==> config.mk <==
export PLATFORM = sky130hd
export DESIGN_NAME = mips_expect_table
export DESIGN_NICKNAME = d
export VERILOG_FILES = /design/src/rtl/mips_expect_table.sv
export SDC_FILE = /design/constraint.sdc
export NUM_CORES = 1
export LEC_CHECK = 0
export BUFFER_PORTS_ARGS = -buffer_cell sky130_fd_sc_hd__buf_2
export CAP_MARGIN = 20
export CORE_MARGIN = 1.5
export CORE_UTILIZATION = 32
export DETAILED_ROUTE_END_ITERATION = 12
export PLACE_DENSITY = 0.58
export SKIP_CTS_REPAIR_TIMING = 1
export SYNTH_ARGS = -nofsm -noshare
export SYNTH_HDL_FRONTEND = slang
export SYNTH_SLANG_ARGS = --single-unit
==> constraint.sdc <==
create_clock -name clk -period 3 [get_ports clk]
set_clock_uncertainty 0.2 [all_clocks]
set_input_delay 0.3 -clock clk [delete_from_list [all_inputs] [get_ports clk]]
set_output_delay 0.3 -clock clk [all_outputs]
set_load 0.02 [all_outputs]
==> src/rtl/mips_expect_table.sv <==
// ----------------------------------------------------------------------------
// mips_expect_table
// Expected-result table: NUM_REGS entries of {check bit, expected value}.
// One synchronous write port, one asynchronous read port. Only the check bits
// are reset; expected values keep whatever was last written.
// Ports:
//   clk, reset                 clock, synchronous active-low reset
//   i_we/i_waddr/i_wdata/i_wcheck  write port
//   i_raddr                    read index
//   o_rdata/o_rcheck           entry at i_raddr (0 when out of range)
// ----------------------------------------------------------------------------
module mips_expect_table #(
   parameter int unsigned DATA_WIDTH = 32,
   parameter int unsigned NUM_REGS   = 32,
   parameter int unsigned ADDR_WIDTH = 5
) (
   input  logic                  clk,
   input  logic                  reset,
   input  logic                  i_we,
   input  logic [ADDR_WIDTH-1:0] i_waddr,
   input  logic [DATA_WIDTH-1:0] i_wdata,
   input  logic                  i_wcheck,
   input  logic [ADDR_WIDTH-1:0] i_raddr,
   output logic [DATA_WIDTH-1:0] o_rdata,
   output logic                  o_rcheck
);

   logic [DATA_WIDTH-1:0] r_data [NUM_REGS];
   logic [NUM_REGS-1:0]   r_check;
   logic                  w_wr_ok;
   logic                  w_rd_ok;

   // Indices beyond NUM_REGS are dropped on write and read back as unchecked.
   assign w_wr_ok = (32'(i_waddr) < NUM_REGS);
   assign w_rd_ok = (32'(i_raddr) < NUM_REGS);

   always_ff @(posedge clk) begin
      if (!reset) begin
         r_check <= '0;
      end else if (i_we && w_wr_ok) begin
         r_check[i_waddr] <= i_wcheck;
      end
   end

   always_ff @(posedge clk) begin
      if (i_we && w_wr_ok) begin
         r_data[i_waddr] <= i_wdata;
      end
   end

   assign o_rdata  = w_rd_ok ? r_data[i_raddr] : '0;
   assign o_rcheck = w_rd_ok ? r_check[i_raddr] : 1'b0;

endmodule

==> run metrics <==
H-tree depth 3; grt total ovfl 0; Yosys top cell area share 74.26%; placed insts 4200; crit end category output port; initial antenna violation count 9; RSZ-0062 raised after global routing no; core area 128000 um^2; Synth Register Bits 1056; asr flop ratio synth 0%; hold violation count in the final report 0; Num CTS Buffers 98; critical path fanouts, max 1; WP data required 2.50 ns; full die area 131600 um^2; Pins Over Slew Limit 0; Ports 79; CP bufs+invs 1; P&R area growth vs syn 16.94%; cells after synthesis 2408; Starting DRT DRC Count 1878; layout cells sized above 1 14.33%; Post-Syn Area 41410 um^2; Worst path top cell family by delay compound AO/OA/AOI/OAI gates; leakage 0.01660 uW; largest net degree at the start of global routing 61; TritonCTS clock tree done; Mapped Nets 2454; Tcrit/Tclk final 91.25%; Port Buffer Count 78; Initial Utilization 32.35%; crit start category register; Finished Cell Area 48420 um^2; Period minus WS final 2.737 ns; FP Rows 131; Worst path slowest cell edfxtp_1; fin nets 2650; Worst slew margin 57.19%; Max rail drop VDD 0.5403 mV; max-cap viol count 0; power density of the placed cells 630.1 nW/um^2; Synth area leader edfxtp_1; Seq/Total Area, Yosys 75.81%; Arr. time, crit path 2.24 ns; placed inst area 44920 um^2; Routed WL 107100 um; Crit path largest cell delay 0.36 ns; Worst-Margin Slew 0.6403 ns; Post-DP HPWL 57420 um; yosys warns 0; Global Route Usage Sum 15.93%; first-pass GRT wire length 152400 um; vias in the first global route 21660; routability cong. 0.7418; vias per inst 5.050; final critical-path setup slack 0.2626 ns; TNS Setup 0 ns; antenna-violating nets left 0; Via Count 22310; clock latency at the later pin of the worst-skew pair 0.66 ns; DRC Markers 0; top cells by area, synth edfxtp_1 74%, mux2i_1 13%, a22oi_1 1.8%; Place WS 0.3645 ns; Die X-Extent 362.7 um; DRT Pass-1 Iters 5; Avg WL per Cell 24.24 um; CTS Root Cell clkbuf_16; Fill cells 11720; HP Class in -> reg; clock slew at reported path FFs 0.06 ns; Yosys cell types 29; Post-synth EDFFs 1024; setup violators final 0; Vert. Die Dim 362.7 um; syn avg cell area 17.20 um^2; kind of critical path reg -> out; Synth Flop Type edfxtp_1; crit-path cells mux2i_1 > a22o_1 > nor3_1 > a31oi_1 > nand3_1 > buf_2; clk buf depth 3; fin cells 4417; FMAX 365.3 MHz; Sink Count 1056; outcome finished clean
[cells by family (layout without fill, tap and decap cells)]
group / after synthesis / in the layout / share of synthesized area, %
compound gates: 361 / 361 / 5.853
buf+inv: 146 / 424 / 2.179
flops: 1056 / 1056 / 75.81
mux: 528 / 528 / 12.76
other cells: 0 / 2 / 0
simple gates: 317 / 317 / 3.396
[per-stage QoR]
stage	hold slack [ns]	total power [uW]	utilization (%)
finish	0.003252	30510	37.83
global route	0.005337	31430	37.83
floorplan	0.1989	17680	-
global placement	0.2600	18440	35.09
detailed placement	0.2664	18460	35.09
CTS	-0.1131	30740	37.56
[placed cells by master (no fill, tap or decap), types with 9 or more instances in the layout]
| cell type | instances |
|---|---|
| nand2_1 | 133 |
| a22oi_1 | 99 |
| nor3_1 | 33 |
| bufinv_16 | 10 |
| a31oi_1 | 33 |
| a21oi_1 | 99 |
| edfxtp_1 | 1024 |
| a22o_1 | 66 |
| buf_12 | 48 |
| dlygate4sd3_1 | 33 |
| clkinv_2 | 12 |
| buf_2 | 77 |
| nor2_4 | 33 |
| clkinvlp_4 | 9 |
| clkinv_1 | 21 |
| clkbuf_16 | 101 |
| dfxtp_1 | 32 |
| buf_4 | 83 |
| nand3_1 | 101 |
| mux2i_1 | 528 |
| a21boi_0 | 12 |
| a21boi_1 | 20 |
| clkbuf_1 | 25 |
| o21ai_0 | 32 |
[worst register-to-register path: cells and delay by family (launching register included)]
kind / cells / cell delay (ns)
flops: 1 / 0.34
compound gates: 2 / 0.29
[registers in the layout, indices dropped and copies added (netlist names)]
signal	count
r_data	1024
r_check	32
[cells in the mapped netlist (all sizes together) (2+ instances only)]
master	count
a22o	66
dfxtp	32
or3b	2
mux2i	528
o21ai	32
edfxtp	1024
nand3	101
nor2	35
a21oi	99
clkbuf	54
nand2b	2
nand3b	5
nor2b	2
buf	92
a21boi	32
a31oi	33
nor3	33
nand2	134
a22oi	99
[report_power, final]
part | total (uW) | internal [uW] | switching (uW)
clock | 12300 | 7030 | 5310
combinational | 1790 | 622 | 1170
sequential | 16400 | 16300 | 37.3
[layout make-up]
| type | instances | area (um^2) | share of cell area (%) |
|---|---|---|---|
| clock buffers | 126 | 2621 | 5.413 |
| repair buffers | 242 | 2315 | 4.780 |
| well taps | 1729 | 2163 | 4.468 |
| diodes | 2 | 5.005 | 0.01034 |
| flip-flops and latches | 1056 | 31390 | 64.83 |
| multi-input cells | 1206 | 9385 | 19.38 |
| clock inverters | 56 | 541.8 | 1.119 |
[routing by layer]
layer / wire (um) / GRT usage (%) / up-vias
met4: 2611 / 4.799 / 4
met3: 6335 / 2.751 / 151
met2: 50710 / 25.87 / 682
met1: 47370 / 21.78 / 11570
met5: 26 / 0 / -
li1: - / - / 9902
[final timing paths]
check | start | endpoint | slack [ns] | cells after the start
worst min-delay path | i_wdata[14] | r_data[31][14] | 0.003 | 1
worst min register to register | r_check[16] | r_check[16] | 0.27 | 2
worst max register to register | r_check[14] | r_check[14] | 2.10 | 2
worst max-delay path | r_data[5][14] | o_rdata[14] | 0.26 | 6
(Power assumes the default switching activity.)
